<file path="config.mk">
export PLATFORM = sky130hd
export DESIGN_NAME = fp_subtractor
export DESIGN_NICKNAME = d
export VERILOG_FILES = /design/src/rtl/fp_pkg.sv /design/src/rtl/fp_mag_swap.sv /design/src/rtl/fp_subtractor.sv
export SDC_FILE = /design/constraint.sdc
export NUM_CORES = 1
export LEC_CHECK = 0
export CAP_MARGIN = 15
export CORE_MARGIN = 2
export CORE_UTILIZATION = 45
export CTS_CLUSTER_SIZE = 10
export DETAILED_ROUTE_END_ITERATION = 8
export MAX_ROUTING_LAYER = met4
export PLACE_DENSITY_LB_ADDON = 0.08
export SETUP_SLACK_MARGIN = 0.5
export SLEW_MARGIN = 15
export SYNTH_ARGS = -nofsm -noshare
export SYNTH_HDL_FRONTEND = slang
export SYNTH_HIERARCHICAL = 1
export SYNTH_SLANG_ARGS = --single-unit
</file>
<file path="constraint.sdc">
create_clock -name clk -period 4.6 [get_ports clk]
set_input_delay 0.92 -clock clk [delete_from_list [all_inputs] [get_ports clk]]
set_output_delay 0.92 -clock clk [all_outputs]
set_load 0.01 [all_outputs]
</file>
<file path="src/rtl/fp_pkg.sv">
// rtl/fp_pkg.sv - shared single-precision field definitions, FSM states and helpers
package fp_pkg;

    localparam int EXP_W  = 8;
    localparam int FRAC_W = 23;
    localparam int MANT_W = 25;
    localparam int BIAS   = 127;

    localparam logic [31:0] QNAN_WORD = 32'h7FC0_0000;
    localparam logic [31:0] ZERO_WORD = 32'h0000_0000;

    typedef enum logic [2:0] {
        ST_IDLE,
        ST_LOAD,
        ST_CHECK,
        ST_ALIGN,
        ST_SUB,
        ST_NORM,
        ST_DONE
    } state_t;

    function automatic logic fp_sign(input logic [31:0] w);
        return w[31];
    endfunction

    function automatic logic [EXP_W-1:0] fp_exp(input logic [31:0] w);
        return w[30:23];
    endfunction

    function automatic logic [FRAC_W-1:0] fp_frac(input logic [31:0] w);
        return w[22:0];
    endfunction

    // Guard zero on top, then the implicit leading one, then the stored fraction.
    function automatic logic [MANT_W-1:0] fp_mant(input logic [FRAC_W-1:0] frac);
        return {1'b0, 1'b1, frac};
    endfunction

    function automatic logic [31:0] fp_pack(input logic s, input logic [EXP_W-1:0] e,
                                            input logic [FRAC_W-1:0] f);
        return {s, e, f};
    endfunction

endpackage

</file>
<file path="src/rtl/fp_mag_swap.sv">
// rtl/fp_mag_swap.sv - orders two operands by magnitude (exponent, then fraction)
module fp_mag_swap
    import fp_pkg::*;
(
    input  logic [EXP_W-1:0]  exp_a,
    input  logic [FRAC_W-1:0] frac_a,
    input  logic [EXP_W-1:0]  exp_b,
    input  logic [FRAC_W-1:0] frac_b,
    output logic [EXP_W-1:0]  big_exp,
    output logic [MANT_W-1:0] big_mant,
    output logic [EXP_W-1:0]  small_exp,
    output logic [MANT_W-1:0] small_mant,
    output logic              swapped
);

    // Exponent sits above the fraction, so one wide compare orders by exponent first.
    assign swapped = {exp_b, frac_b} > {exp_a, frac_a};

    always_comb begin
        if (swapped) begin
            big_exp    = exp_b;
            big_mant   = fp_mant(frac_b);
            small_exp  = exp_a;
            small_mant = fp_mant(frac_a);
        end else begin
            big_exp    = exp_a;
            big_mant   = fp_mant(frac_a);
            small_exp  = exp_b;
            small_mant = fp_mant(frac_b);
        end
    end

endmodule

</file>
<file path="src/rtl/fp_subtractor.sv">
// rtl/fp_subtractor.sv - multi-cycle same-sign single-precision subtractor, truncating
module fp_subtractor
    import fp_pkg::*;
#(
    parameter int          ALIGN_LIMIT = 24,
    parameter logic [31:0] QNAN        = QNAN_WORD
) (
    input  logic        clk,
    input  logic        reset_n,
    input  logic [31:0] a,
    input  logic [31:0] b,
    input  logic        available,
    input  logic [4:0]  exception_f,
    output logic [31:0] diff,
    output logic        done
);

    localparam logic [EXP_W-1:0] LIMIT = EXP_W'(ALIGN_LIMIT);

    state_t             state;
    logic               sign_r;
    logic [4:0]         flags_r;
    logic [EXP_W-1:0]   exp_x, exp_y, d_r, exp_r;
    logic [MANT_W-1:0]  mant_x, mant_y, mant_r;

    logic [EXP_W-1:0]   sw_big_exp, sw_small_exp;
    logic [MANT_W-1:0]  sw_big_mant, sw_small_mant;
    logic               sw_swapped;
    logic [EXP_W-1:0]   exp_delta;
    logic [MANT_W-1:0]  sub_mant;

    fp_mag_swap u_mag_swap (
        .exp_a      (fp_exp(a)),
        .frac_a     (fp_frac(a)),
        .exp_b      (fp_exp(b)),
        .frac_b     (fp_frac(b)),
        .big_exp    (sw_big_exp),
        .big_mant   (sw_big_mant),
        .small_exp  (sw_small_exp),
        .small_mant (sw_small_mant),
        .swapped    (sw_swapped)
    );

    assign exp_delta = exp_x - exp_y;
    assign sub_mant  = mant_x - mant_y;

    always_ff @(posedge clk or negedge reset_n) begin
        if (!reset_n) begin
            state   <= ST_IDLE;
            diff    <= ZERO_WORD;
            done    <= 1'b0;
            sign_r  <= 1'b0;
            flags_r <= '0;
            exp_x   <= '0;
            exp_y   <= '0;
            mant_x  <= '0;
            mant_y  <= '0;
            d_r     <= '0;
            exp_r   <= '0;
            mant_r  <= '0;
        end else begin
            done <= 1'b0;
            case (state)
                ST_IDLE: begin
                    if (available)
                        state <= ST_LOAD;
                end
                ST_LOAD: begin
                    exp_x   <= sw_big_exp;
                    mant_x  <= sw_big_mant;
                    exp_y   <= sw_small_exp;
                    mant_y  <= sw_small_mant;
                    sign_r  <= sw_swapped ? ~fp_sign(a) : fp_sign(a);
                    flags_r <= exception_f;
                    state   <= ST_CHECK;
                end
                ST_CHECK: begin
                    if (|flags_r) begin
                        diff  <= QNAN;
                        done  <= 1'b1;
                        state <= ST_DONE;
                    end else if (exp_delta >= LIMIT) begin
                        diff  <= fp_pack(sign_r, exp_x, mant_x[FRAC_W-1:0]);
                        done  <= 1'b1;
                        state <= ST_DONE;
                    end else if (exp_delta == '0) begin
                        state <= ST_SUB;
                    end else begin
                        d_r   <= exp_delta;
                        state <= ST_ALIGN;
                    end
                end
                ST_ALIGN: begin
                    // The cycle doing the last shift also leaves, so alignment costs d cycles.
                    mant_y <= mant_y >> 1;
                    d_r    <= d_r - 1'b1;
                    if (d_r == EXP_W'(1))
                        state <= ST_SUB;
                end
                ST_SUB: begin
                    if (sub_mant == '0) begin
                        diff  <= ZERO_WORD;
                        done  <= 1'b1;
                        state <= ST_DONE;
                    end else begin
                        mant_r <= sub_mant;
                        exp_r  <= exp_x;
                        state  <= ST_NORM;
                    end
                end
                ST_NORM: begin
                    if (mant_r[FRAC_W]) begin
                        diff  <= fp_pack(sign_r, exp_r, mant_r[FRAC_W-1:0]);
                        done  <= 1'b1;
                        state <= ST_DONE;
                    end else if (exp_r > EXP_W'(1)) begin
                        mant_r <= mant_r << 1;
                        exp_r  <= exp_r - 1'b1;
                    end else begin
                        // Would become denormal; this unit flushes to +0 instead.
                        diff  <= ZERO_WORD;
                        done  <= 1'b1;
                        state <= ST_DONE;
                    end
                end
                ST_DONE: begin
                    state <= ST_IDLE;
                end
                default: begin
                    state <= ST_IDLE;
                end
            endcase
        end
    end

endmodule
</file>
=== Word level (Yosys, flattened, before mapping) ===
Cells that the tools add are included.

* $add $sub $neg: 4
* Multipliers: 0
* Div/mod/pow operators: 0
* Order comparisons: 3
* Equality and inequality tests: 17
* Shift operators: 0
* Multiplexer cells: 39
* Bitwise gates (word level): 1
* Reduce and logical (&&, ||, !) cells: 13

{| class="wikitable"
|+ Operators with widths
! cell !! count
|-
| two-way mux 32 bit || 5
|-
| one-hot mux 32 bit (3 select lines) || 1
|-
| two-way mux 24 bit || 3
|-
| two-way mux 8 bit || 8
|-
| one-hot mux 25 bit (2 select lines) || 1
|-
| one-hot mux 24 bit (2 select lines) || 1
|-
| two-way mux 23 bit || 2
|-
| one-hot mux 8 bit (2 select lines) || 2
|-
| > comparator 31 bit || 1
|-
| zero test 25 bit || 1
|-
| subtractor 25 bit || 1
|-
| two-way mux 3 bit || 7
|-
| != test 2 bit (second input constant) || 9
|-
| one-hot mux 3 bit (6 select lines) || 1
|-
| subtractor 8 x 1 -> 8 bit (second input constant) || 2
|-
| AND reduction 4 bit || 3
|-
| == test 8 x 1 -> 1 bit (second input constant) || 1
|-
| >= comparator 8 x 5 -> 1 bit (second input constant) || 1
|-
| > comparator 8 x 1 -> 1 bit (second input constant) || 1
|-
| zero test 8 bit || 1
|-
| subtractor 8 bit || 1
|-
| == test 3 x 2 -> 1 bit (second input constant) || 2
|-
| == test 3 bit (second input constant) || 2
|-
| two-way mux 1 bit || 6
|-
| other kinds (11) || 14
|}

* Register bits after elaboration: 148
* Latch bits: 0
* RAM bits: 0
* ROM bits: 0
* Input port bits: 72
* Word-level logic and storage cells: 90
* Memories: 0

=== Depth between registers and ports, before layout ===
Gate-level depths: netlist of run 1.

* Word-level depth: 6
* Mapped depth: 14

=== Modules after synthesis ===
Netlist of run 1, hierarchy kept.

{| class="wikitable"
|+ Modules (own cells, without submodules)
! module !! instances !! cells each !! area each (um^2)
|-
| fp_subtractor || 1 || 1019 || 9457.8
|-
| fp_mag_swap || 1 || 190 || 1871.8
|}

=== Worst setup path after synthesis of run 1 ===
Ideal clock, no wire load.

* Path kind: register to register
* Start point: reg mant_y[1]
* End point: reg diff[17]
* Setup time: 0.128 ns
* Arrival time: 3.199 ns
* Required time: 4.472 ns
* Setup slack: 1.273 ns
* Cell stages (with the launch flop): 13
* Buffers on the path: 1
* Cells stage by stage: dfrtp_1 -> inv_1 -> ha_1 -> nor2b_1 -> o2111a_1 -> or3_4 -> a2111oi_4 -> o221ai_1 -> nor4_2 -> nand4_1 -> o31ai_4 -> buf_6 -> mux2_1

* Cells in the longest elaborated chain, start to end: 4

{| class="wikitable"
|+ RTL lines
! item !! line !! text
|-
| from (decl) || fp_subtractor.sv:24 || <nowiki>logic [MANT_W-1:0] mant_x, mant_y, mant_r;</nowiki>
|-
| from (signal assigned) || fp_subtractor.sv:72 || <nowiki>mant_y <= sw_small_mant;</nowiki>
|-
| from (signal assigned) || fp_subtractor.sv:95 || <nowiki>mant_y <= mant_y >> 1;</nowiki>
|-
| subtractor 25 bit || fp_subtractor.sv:45 || <nowiki>assign sub_mant = mant_x - mant_y;</nowiki>
|-
| zero test 25 bit || fp_subtractor.sv:101 || <nowiki>if (sub_mant == '0) begin</nowiki>
|-
| != test 2 bit (no source line) || -- ||
|-
| AND reduction 4 bit (no source line) || -- ||
|-
| to (signal assigned) || fp_subtractor.sv:83 || <nowiki>diff <= fp_pack(sign_r, exp_x, mant_x[FRAC_W-1:0]);</nowiki>
|-
| to (signal assigned) || fp_subtractor.sv:113 || <nowiki>diff <= fp_pack(sign_r, exp_r, mant_r[FRAC_W-1:0]);</nowiki>
|-
| to (decl) || fp_subtractor.sv:14 || <nowiki>output logic [31:0] diff,</nowiki>
|}

Every way passes these cells.
A chain may end at the register's enable or synchronous reset.

=== Worst setup path in the final report of run 1 ===
* Start point: reg mant_x[20]
* End point: reg exp_r[0]

* Cells in the longest elaborated chain, start to end: 4

{| class="wikitable"
|+ RTL lines
! item !! line !! text
|-
| from (decl) || fp_subtractor.sv:24 ||
|-
| from (signal assigned) || fp_subtractor.sv:70 || <nowiki>mant_x <= sw_big_mant;</nowiki>
|-
| subtractor 25 bit || fp_subtractor.sv:45 ||
|-
| zero test 25 bit || fp_subtractor.sv:101 ||
|-
| != test 2 bit (no source line) || -- ||
|-
| AND reduction 4 bit (no source line) || -- ||
|-
| to (signal assigned) || fp_subtractor.sv:107 || <nowiki>exp_r <= exp_x;</nowiki>
|-
| to (signal assigned) || fp_subtractor.sv:118 || <nowiki>exp_r <= exp_r - 1'b1;</nowiki>
|-
| to (decl) || fp_subtractor.sv:23 || <nowiki>logic [EXP_W-1:0] exp_x, exp_y, d_r, exp_r;</nowiki>
|}

Every way passes these cells.

==> results of run 1 <==
power by group:
| group | internal, W | switching (W) | total (W) | leakage [nW] |
|---|---|---|---|---|
| clock network | 0.000731 | 0.000650 | 0.00138 | 0.276 |
| logic | 0.00278 | 0.00386 | 0.00665 | 3.67 |
| registers | 0.00192 | 0.000675 | 0.00260 | 1.79 |
| total | 0.00544 | 0.00519 | 0.0106 | 5.74 |
path summary, 6_finish.rpt:
kind	end	depth (start not counted)	start	slack, ns
worst min-delay path	d_r[6]	1	d_r[6]	0.47
worst max register to register	exp_r[0]	10	mant_x[20]	0.75
worst min register to register	d_r[6]	1	d_r[6]	0.47
min in group asynchronous	mant_r[12]	1	reset_n	0.49
max in group asynchronous	diff[31]	2	reset_n	3.11
worst max-delay path	exp_r[0]	10	mant_x[20]	0.75
layout make-up:
type                    count  area [um2]
fillers                  2415       11700
multi-input cells         907        6950
well taps                 330         413
inverters                  84         320
repair buffers            130        1260
clock buffers              18         439
flip-flops and latches    148        3700
clock inverters            14         130
logic make-up after synthesis:
kind of cell	count (synthesis)	share of synthesized area [%]
AOI/OAI and AO/OA	344	20.8
and+or+nand+nor	319	13.5
muxes	159	18.0
buffers and inverters	156	6.33
DFF	148	32.7
adders and majority gates	68	7.64
xor gates and xnor gates	13	1.00
other	2	0.0663
flip-flops by register name (all words and copies together), names as in the netlist, 5 cells and up:
register and flops:
diff 32, mant_x 25, mant_y 25, mant_r 24, d_r 8, exp_r 8
exp_x 8, exp_y 8, flags_r 5
cells in the mapped netlist (9+ instances only):
| master | instances | share of area [%] |
|---|---|---|
| nand3_1 | 21 | 0.93 |
| o22ai_1 | 17 | 0.94 |
| nand4_1 | 15 | 0.83 |
| mux2_1 | 10 | 0.99 |
| nor2_1 | 63 | 2.1 |
| o21ai_0 | 96 | 4.2 |
| ha_1 | 66 | 7.3 |
| nand2_1 | 128 | 4.2 |
| buf_2 | 14 | 0.62 |
| a211oi_1 | 14 | 0.93 |
| nor3_1 | 20 | 0.88 |
| inv_1 | 83 | 2.7 |
| mux2_2 | 42 | 4.2 |
| mux2i_1 | 30 | 2.7 |
| o221a_2 | 9 | 0.89 |
| dfrtp_1 | 148 | 33 |
| clkbuf_1 | 44 | 1.5 |
| nor2b_1 | 10 | 0.55 |
| a21oi_1 | 71 | 3.1 |
| nor4_1 | 16 | 0.88 |
| o21a_1 | 16 | 1.1 |
| o211ai_1 | 14 | 0.93 |
| mux2_4 | 77 | 10 |
| a22o_1 | 23 | 1.8 |
stage by stage:
step           hold WS [ns]  std cells
2_1_floorplan         0.442       1211
3_3_place_gp          0.461       1597
3_5_place_dp          0.457       1597
4_1_cts               0.466       1629
5_1_grt               0.501       1631
6_report              0.472       1631
metal layers:
layer	up-vias	GRT usage, %
met2	261	36.2
met3	32	2.62
met5	-	-
li1	4592	-
met4	0	6.07
met1	4449	36.0
cells in the final DEF (no fill, tap or decap), types with 14 or more instances in the layout:
cell             instances
dfrtp_1                148
nand2_1                128
clkdlybuf4s50_1        102
o21ai_0                 94
inv_1                   83
mux2_4                  77
a21oi_1                 71
ha_1                    66
nor2_1                  61
mux2_2                  42
mux2i_1                 30
buf_4                   25
a22o_1                  23
nand3_1                 21
nor3_1                  20
o22ai_1                 17
clkbuf_16               17
o21a_1                  16
nor4_1                  16
nand4_1                 15
o211ai_1                14
timing repair:
action | CTS | global route
setup buffers | 0 | 2
endpoints found under the setup margin | 0 | 61
gates resized for setup | 0 | 5
==> impl_summary.log, run 1 <==
INFO  metric run_status = finished clean
INFO  metric grt_start_max_net_pins = 78
INFO  metric h_tree_depth = 4
INFO  metric num_vias = 9334
INFO  metric gp_routability_congestion = 0.974
INFO  metric synth_edf_count = 0
INFO  metric postSynthAreaPerCell = 9.37 um2
INFO  metric yosys_most_used_dff = dfrtp_1
INFO  metric final_critical_path_setup_slack = 0.750 ns
INFO  metric cts_inserted_buffers = 17
INFO  metric seq_cells_post_synth = 148
INFO  metric buffer_ports.inserted = 103
INFO  metric netlist_area = 0.0113 mm2
INFO  metric yosysWarningCount = 6
INFO  metric synth_seq_area_share = 32.7%
INFO  metric clock_path_buffers = 2
INFO  metric top_layer_used = met4
INFO  metric worstPathArrival = 4.17 ns
INFO  metric total_power = 0.0106 W
INFO  metric rsz0062_at_grt = no
INFO  metric m1WireLength = 15500 um
INFO  metric syn_to_final_growth = 16.7%
INFO  metric first_pass_grt_wire_length = 49200 um
INFO  metric cp_max_fo = 8
INFO  metric ctsRootBufferMaster = clkbuf_16
INFO  metric rows = 58
INFO  metric dpl.hpwl = 23300 um
INFO  metric start_kind = flop
INFO  metric fin_setup_tns = 0 ns
INFO  metric dr.first_iter.drc_count = 448
INFO  metric power_density_over_the_cells = 804 mW/mm2
INFO  metric final_nets = 1428
INFO  metric dpl_cell_area = 0.0126 mm2
INFO  metric number_of_global_route_vias_before_repair = 8858
INFO  metric worst_setup_hold_path_clk_slew = 0.07 ns
INFO  metric placeableCoreArea = 0.0250 mm2
INFO  metric drt_total_wl = 30800 um
INFO  metric worstPathRequired = 4.92 ns
INFO  metric clkSinkCount = 148
INFO  metric num_antenna_cells = 0
INFO  metric post_synth_num_cell_types = 86
INFO  metric clk-insertion-delay-late = 0.44 ns
INFO  metric finalHoldViolCount = 0
INFO  metric total_leakage_power = 5.74 nW
INFO  metric starting_density = 45.4%
INFO  metric slew_headroom = 28.3%
INFO  metric critPathCaptureType = flop
INFO  metric final_core_util = 53.0%
INFO  metric floorplan.die.width = 163 um
INFO  metric syn_inst = 1209
INFO  metric io_pins = 105
INFO  metric timing.final.setup_violations = 0
INFO  metric dpl_worst_slack = 0.581 ns
INFO  metric critical_path_class = flop to flop
INFO  metric peak_clock_frequency_supported_by_timing = 260 MHz
INFO  metric cp_num_buf_inv = 0
INFO  metric route.detailed.wl_per_inst = 18.9 um
INFO  metric routed-wl-met3 = 1540 um
INFO  metric max_stage_delay = 0.47 ns
INFO  metric first_pass_iters = 5
INFO  metric finClkSkew = 0.0163 ns
INFO  metric ir_worst_vdd = 0.326 mV
INFO  metric ant_nets = 0
INFO  metric worstPathCellList = ha_1 -> a21oi_1 -> o21ai_0 -> or2_2 -> o31ai_1 -> xnor2_1 -> a2111oi_0 -> nand4_1 -> o21a_1 -> o221a_2
INFO  metric final_critical_delay_including_setup_and_external_delays = 3.85 ns
INFO  metric antenna_found_initial = 0
INFO  metric die_h = 163 um
INFO  metric worstMarginPinSlew = 1.07 ns
INFO  metric drt-vias-per-instance = 5.72
INFO  metric overflow = 0
INFO  metric fraction_of_layout_cells_with_a_size_suffix_above_1 = 16.9%
INFO  metric drc_errors = 0
INFO  metric globalRouteTotalUtil = 24.5%
INFO  metric postLayoutCellArea = 0.0132 mm2
INFO  metric die_area = 0.0265 mm2
INFO  metric post_cts_hold_buffer_count = 0
INFO  metric timing.max_cap.violations = 0
INFO  metric tritoncts = yes
INFO  metric hold_path_class = flop to flop
INFO  metric fin_crit_sh = 83.7%
INFO  metric critical_path.slowest_cell = dfrtp_1
INFO  metric async_flop_share = 100%
INFO  metric report.final.slew_viol_count = 0
INFO  metric routed-wl-met2 = 13300 um
INFO  metric critical_path.top_delay_family = compound AO/OA/AOI/OAI gates
No activity file was read; power rests on OpenSTA's default activity.
==> inputs of run 2 (changes only) <==
==> constraint.sdc (replaced) <==
create_clock -name clk -period 3.8 [get_ports clk]
set_input_delay 0.76 -clock clk [delete_from_list [all_inputs] [get_ports clk]]
set_output_delay 0.76 -clock clk [all_outputs]
set_load 0.01 [all_outputs]
==> impl_summary.log, run 2 (synthesis results as in run 1) <==
INFO  metric buffer_ports.inserted = 103 (unchanged)
INFO  metric num_vias = 9934 (+6.4%)
INFO  metric mostFrequentLayoutCell = dfrtp_1
INFO  metric drc_errors = 0 (unchanged)
INFO  metric worstPathArrival = 3.80 ns (-0.37 ns)
INFO  metric filler_cell_count = 2204 (-8.7%)
INFO  metric die_h = 163 um (unchanged)
INFO  metric tritoncts = yes
INFO  metric largest_register_ffs = 32 (unchanged)
INFO  metric cp_max_fo = 9 (+1)
INFO  metric hold_path_class = input port to asynchronous set/reset pin
INFO  metric timing.max_cap.violations = 0 (unchanged)
INFO  metric overflow = 0 (unchanged)
INFO  metric cts_inserted_buffers = 17 (unchanged)
INFO  metric num_antenna_cells = 0 (unchanged)
INFO  metric total_leakage_power = 6.46 nW (+13%)
INFO  metric h_tree_depth = 4 (unchanged)
INFO  metric route.detailed.wl_per_inst = 19.1 um (+1.5%)
INFO  metric ant_nets = 0 (unchanged)
INFO  metric critPathCaptureType = flop
INFO  metric largest_register = diff
INFO  metric peak_clock_frequency_supported_by_timing = 287 MHz (+11%)
INFO  metric gp_routability_congestion = 0.938 (-3.7%)
INFO  metric number_of_global_route_vias_before_repair = 9357 (+5.6%)
INFO  metric critical_path_class = flop to flop
INFO  metric start_kind = flop
INFO  metric fin_crit_sh = 91.7% (+8.0 points)
INFO  metric globalRouteTotalUtil = 25.9% (+1.4 points)
INFO  metric drt-vias-per-instance = 5.72 (about the same)
INFO  metric power_density_over_the_cells = 1040 mW/mm2 (+29%)
INFO  metric worstPathRequired = 4.12 ns (-0.80 ns)
INFO  metric rows = 58 (unchanged)
INFO  metric io_pins = 105 (unchanged)
INFO  metric timing.final.setup_violations = 0 (unchanged)
INFO  metric final_nets = 1534 (+7.4%)
INFO  metric first_pass_iters = 5 (unchanged)
INFO  metric dr.first_iter.drc_count = 641 (+43%)
INFO  metric placeableCoreArea = 0.0250 mm2 (unchanged)
INFO  metric floorplan.die.width = 163 um (unchanged)
INFO  metric finClkSkew = 0.0136 ns (-0.00275 ns)
INFO  metric dpl_worst_slack = 0.0534 ns (-0.527 ns)
INFO  metric slew_headroom = 52.8% (+24 points)
INFO  metric worstMarginPinSlew = 0.706 ns (-0.369 ns)
INFO  metric syn_to_final_growth = 32.0%
INFO  metric fin_setup_tns = 0 ns (unchanged)
INFO  metric final_critical_path_setup_slack = 0.316 ns (-0.434 ns)
INFO  metric first_pass_grt_wire_length = 51800 um (+5.3%)
INFO  metric mostFrequentLayoutCells = 147 x dfrtp_1, 127 x nand2_1, 103 x buf_4
INFO  metric rsz0062_at_grt = yes
INFO  metric report.final.slew_viol_count = 0 (unchanged)
INFO  metric reg.largest.list = diff: 32 flops, mant_x: 25 flops, mant_y: 25 flops
INFO  metric total_power = 0.0155 W (+46%)
INFO  metric dpl.hpwl = 24200 um (+3.7%)
INFO  metric ir_worst_vdd = 0.459 mV (+41%)
INFO  metric worst_setup_hold_path_clk_slew = 0.07 ns (about the same)
INFO  metric clkSinkCount = 148 (unchanged)
INFO  metric drt_total_wl = 33300 um (+8.1%)
INFO  metric starting_density = 45.4% (unchanged)
INFO  metric clock_path_buffers = 2 (unchanged)
INFO  metric final_critical_delay_including_setup_and_external_delays = 3.48 ns (-0.366 ns)
INFO  metric die_area = 0.0265 mm2 (unchanged)
INFO  metric antenna_found_initial = 0 (unchanged)
INFO  metric run_status = finished clean
INFO  metric post_cts_hold_buffer_count = 0 (unchanged)
INFO  metric grt_start_max_net_pins = 70 (-10%)
INFO  metric clk-insertion-delay-late = 0.44 ns (about the same)
INFO  metric finalHoldViolCount = 0 (unchanged)
INFO  metric fraction_of_layout_cells_with_a_size_suffix_above_1 = 30.6% (+14 points)
INFO  metric ctsRootBufferMaster = clkbuf_16
[run 2: changes by cell type in the layout (fill, tap and decap cells not counted), moves of 9 or more]
cell,change
a21oi_2,+14
nor4_1,-10
buf_4,+78
ha_1,-18
ha_4,+9
a21oi_1,-17
ha_2,+9
buf_6,+14
o21ai_0,-9
[run 2: final cells by class]
type | count | area [um2] | area share, %
Clock buffer | 18 | 439 | 2.94
Clock inverter | 14 | 164 | 1.10
Inverter | 84 | 320 | 2.14
Multi-Input combinational cell | 907 | 7660 | 51.3
Sequential cell | 148 | 3700 | 24.8
Tap cell | 330 | 413 | 2.76
Timing Repair Buffer | 235 | 2240 | 15.0
Timing Repair inverter | 1 | 5.00 | 0.0335
[run 2: power breakdown]
| group | total [W] | internal [W] | switching (W) |
|---|---|---|---|
| clock | 0.00174 | 0.000953 | 0.000785 |
| sequential | 0.00306 | 0.00233 | 0.000732 |
| combinational | 0.0107 | 0.00497 | 0.00575 |
[run 2: metal layers]
| metal | up-vias | routed length (um) | global-route usage [%] |
|---|---|---|---|
| li1 | 4800 | - | - |
| met4 | 0 | 539 | 5.99 |
| met1 | 4849 | 16200 | 38.0 |
| met3 | 35 | 1780 | 3.95 |
| met5 | - | 0 | - |
| met2 | 250 | 14800 | 37.6 |
[run 2: path summary, 6_finish.rpt]
path                           start         end  slack (ns)  cells after the start
setup / recovery           mant_x[1]     diff[7]        0.32                     14
hold / removal               reset_n    diff[16]        0.26                      1
setup reg to reg           mant_x[1]     diff[7]        0.32                     14
hold reg to reg               d_r[6]      d_r[6]        0.48                      1
max in group asynchronous    reset_n  mant_x[20]        2.71                      2
min in group clk              d_r[6]      d_r[6]        0.48                      1
[run 2: timing repair]
item | CTS | global route
setup buffers | 22 | 24
setup endpoints to repair | 69 | 103
pin swaps | 18 | 36
gates resized for setup | 90 | 91
cloned | 2 | 3
[run 2: critical path, stage by stage, from the launching register on]
cell       delay, ns
dfrtp_1         0.40
ha_1            0.30
nor2b_4         0.14
buf_4           0.14
o2111ai_4       0.22
a21oi_1         0.12
nor3_1          0.44
o21ai_0         0.15
nor4_1          0.30
nand4_1         0.11
buf_4           0.17
o31ai_4         0.22
buf_6           0.18
buf_12          0.14
mux2_2          0.33
[run 2: metrics by stage]
| step | hold WS (ns) | utilization, % | instance area, um2 | cells |
|---|---|---|---|---|
| floorplan | 0.442 | - | 11300 | 1211 |
| global placement | 0.454 | 52.4 | 13100 | 1654 |
| detailed placement | 0.467 | 52.4 | 13100 | 1654 |
| CTS | 0.262 | 57.2 | 14300 | 1710 |
| global route | 0.278 | 59.9 | 15000 | 1737 |
| finish | 0.255 | 59.9 | 15000 | 1737 |
==> inputs of run 3 (changes only) <==
--- a/config.mk
+++ b/config.mk
@@ -7,7 +7,7 @@
 export LEC_CHECK = 0
 export CAP_MARGIN = 15
 export CORE_MARGIN = 2
-export CORE_UTILIZATION = 45
+export CORE_UTILIZATION = 59
 export CTS_CLUSTER_SIZE = 10
 export DETAILED_ROUTE_END_ITERATION = 8
 export MAX_ROUTING_LAYER = met4
==> impl_summary.log, run 3 (synthesis results as in run 1) <==
INFO  metric die_h = 143 um (-12%)
INFO  metric worstPathArrival = 3.82 ns (+0.02 ns)
INFO  metric fraction_of_layout_cells_with_a_size_suffix_above_1 = 26.9% (-3.7 points)
INFO  metric finClkSkew = 0.0141 ns (+0.000524 ns)
INFO  metric tritoncts = yes
INFO  metric groute.layer.met3.usage = 5.48% (+1.5 points)
INFO  metric floorplan.die.width = 143 um (-12%)
INFO  metric dpl.hpwl = 22700 um (-6.4%)
INFO  metric drc_errors = 0 (unchanged)
INFO  metric first_pass_iters = 5 (unchanged)
INFO  metric gr-max-usage-layer = met2
INFO  metric timing.max_cap.violations = 0 (unchanged)
INFO  metric grt_start_max_net_pins = 61 (-13%)
INFO  metric reg.largest.list = diff: 32 flops, mant_x: 25 flops, mant_y: 25 flops
INFO  metric number_of_global_route_vias_before_repair = 9460 (+1.1%)
INFO  metric peak_clock_frequency_supported_by_timing = 285 MHz (-0.67%)
INFO  metric run_status = finished clean
INFO  metric critPathCaptureType = flop
INFO  metric clock_path_buffers = 2 (unchanged)
INFO  metric placed_cells = 1556 (-5.9%)
INFO  metric regToRegEndpoint = diff[6]
INFO  metric ir_worst_vdd = 0.627 mV (+37%)
INFO  metric gr-usage-met1 = 46.5% (+8.5 points)
INFO  metric starting_density = 60.4% (+15 points)
INFO  metric power_density_over_the_cells = 1030 mW/mm2 (-0.43%)
INFO  metric ant_nets = 0 (unchanged)
INFO  metric post_cts_hold_buffer_count = 0 (unchanged)
INFO  metric finalHoldViolCount = 0 (unchanged)
INFO  metric num_vias = 10.1k (+1.5%)
INFO  metric worstMarginPinSlew = 0.804 ns (+0.0979 ns)
INFO  metric h_tree_depth = 4 (unchanged)
INFO  metric critical_path_class = flop to flop
INFO  metric ctsRootBufferMaster = clkbuf_16
INFO  metric start_kind = flop
INFO  metric finish.cell_count_without_fillers = 1625 (-6.4%)
INFO  metric placeableCoreArea = 0.0188 mm2 (-25%)
INFO  metric report.final.slew_viol_count = 0 (unchanged)
INFO  metric final.hold.worst_slack = 0.293 ns (+0.0381 ns)
INFO  metric worst_r2r_startpoint = mant_x[1]
INFO  metric worstPathRequired = 4.11 ns (about the same)
INFO  metric worstSetupEndpoint = diff[6]
INFO  metric area_of_the_multi_input_gates = 0.00733 mm2 (-4.4%)
INFO  metric fin_crit_sh = 92.3% (+0.62 points)
INFO  metric gp_routability_congestion = 0.935 (-0.31%)
INFO  metric drt-vias-per-instance = 6.21 (+8.5%)
INFO  metric rsz0062_at_grt = yes
INFO  metric die_area = 0.0203 mm2 (-23%)
INFO  metric drt_total_wl = 31900 um (-4.0%)
INFO  metric ff2ff_setup_slack = 0.29 ns (-0.02 ns)
INFO  metric cts_inserted_buffers = 17 (unchanged)
INFO  metric timing.final.setup_violations = 0 (unchanged)
INFO  metric mostFrequentLayoutCell = dfrtp_1
INFO  metric met2_usage = 48.8% (+11 points)
INFO  metric area_of_all_sequential_standard_cells = 0.00370 mm2 (unchanged)
INFO  metric final_nets = 1518 (-1.0%)
INFO  metric overflow = 0 (unchanged)
INFO  metric worst_setup_hold_path_clk_slew = 0.06 ns (about the same)
INFO  metric largest_register_ffs = 32 (unchanged)
INFO  metric globalRouteTotalUtil = 32.7% (+6.8 points)
INFO  metric mostFrequentLayoutCells = 147 x dfrtp_1, 128 x nand2_1, 102 x clkdlybuf4s50_1
INFO  metric total_leakage_power = 6.30 nW (-2.5%)
INFO  metric clkSinkCount = 148 (unchanged)
INFO  metric io_pins = 105 (unchanged)
INFO  metric cp_max_fo = 10 (+1)
INFO  metric largest_register = diff
INFO  metric first_element_of_the_critical_path = mant_x[1]
INFO  metric route.detailed.wl_per_inst = 19.6 um (+2.6%)
INFO  metric syn_to_final_growth = 26.5%
INFO  metric final_critical_delay_including_setup_and_external_delays = 3.51 ns (+0.0234 ns)
INFO  metric dr.first_iter.drc_count = 683 (+6.6%)
INFO  metric clk-insertion-delay-late = 0.44 ns (about the same)
INFO  metric r2r_cells = 13 (-1)
INFO  metric slew_headroom = 46.3% (-6.5 points)
INFO  metric fin_setup_tns = 0 ns (unchanged)
INFO  metric first_pass_grt_wire_length = 50700 um (-2.1%)
INFO  metric num_antenna_cells = 0 (unchanged)
INFO  metric filler_cell_count = 1342 (-39%)
INFO  metric rows = 50 (-14%)
INFO  metric hold_path_class = input port to asynchronous set/reset pin
INFO  metric antenna_found_initial = 0 (unchanged)
INFO  metric buffer_ports.inserted = 103 (unchanged)
==> run 3: cell types whose count changed in the layout (fill, tap and decap cells not counted), sizes merged <==
cell,before,now
bufinv,1,4
clkinv,6,5
inv,90,84
buf,132,116
clkbuf,19,22
clkinvlp,2,3
clkdlybuf4s50,101,102
dlymetal6s2s,1,0
==> run 3: layer usage <==
metal  part of all wire [%]  wire (um)  vias up
li1                       -          -     4764
met1                     46      14800     4921
met2                     45      14400      350
met3                    6.7       2140       50
met4                    1.8        587        0
met5                      0          0        -
==> run 3: cell type report <==
type                            count  area share [%]
Clock inverter                     12            1.25
Tap cell                          234            2.04
Sequential cell                   148            25.8
Multi-Input combinational cell    907            51.1
Inverter                           84            2.23
Clock buffer                       20            3.05
Timing Repair Buffer              220            14.4
==> run 3: worst max-delay path, cell delays in order (launching register included) <==
cell and delay [ns]:
dfrtp_1 0.41, ha_1 0.32, nor2b_4 0.14, o2111a_2 0.28, or3_4 0.37, a2111oi_4 0.34, o221ai_2 0.16, nor4_2 0.14
nand4_1 0.13, buf_6 0.16, o31ai_4 0.28, buf_6 0.18, buf_12 0.14, mux2_2 0.33
==> run 3: power by group <==
| part | switching (W) | total [W] | internal, W | leakage [nW] |
|---|---|---|---|---|
| Clock | 0.000699 | 0.00180 | 0.00110 | 0.291 |
| Sequential | 0.000722 | 0.00305 | 0.00233 | 1.79 |
| Combinational | 0.00533 | 0.00996 | 0.00463 | 4.22 |
| Total | 0.00675 | 0.0148 | 0.00806 | 6.30 |
==> run 3: stage by stage <==
step | setup WS [ns] | utilization (%) | area (um2) | power (W)
after floorplan | 0.544 | - | 11300 | 0.00868
after global placement | 0.113 | 68.9 | 12900 | 0.0115
after detailed placement | 0.0458 | 68.9 | 12900 | 0.0117
after CTS | 0.327 | 74.3 | 13900 | 0.0142
after global routing | 0.140 | 76.4 | 14300 | 0.0158
final | 0.293 | 76.4 | 14300 | 0.0148
==> run 3: worst min-delay path by stage <==
stage,to,cells after the start,from
5_1_grt,diff[15],1,reset_n
3_5_place_dp,d_r[6],1,d_r[6]
2_1_floorplan,d_r[6],1,d_r[6]
4_1_cts,diff[13],1,reset_n
6_report,diff[16],1,reset_n
3_3_place_gp,d_r[6],1,d_r[6]
==> run 3: what timing repair did <==
action / 4_1_cts / 5_1_grt
endpoints found under the setup margin: 72 / 123
buffers inserted: 18 / 15
gates resized for setup: 59 / 54
cloned: 2 / 2
pin swaps: 13 / 18
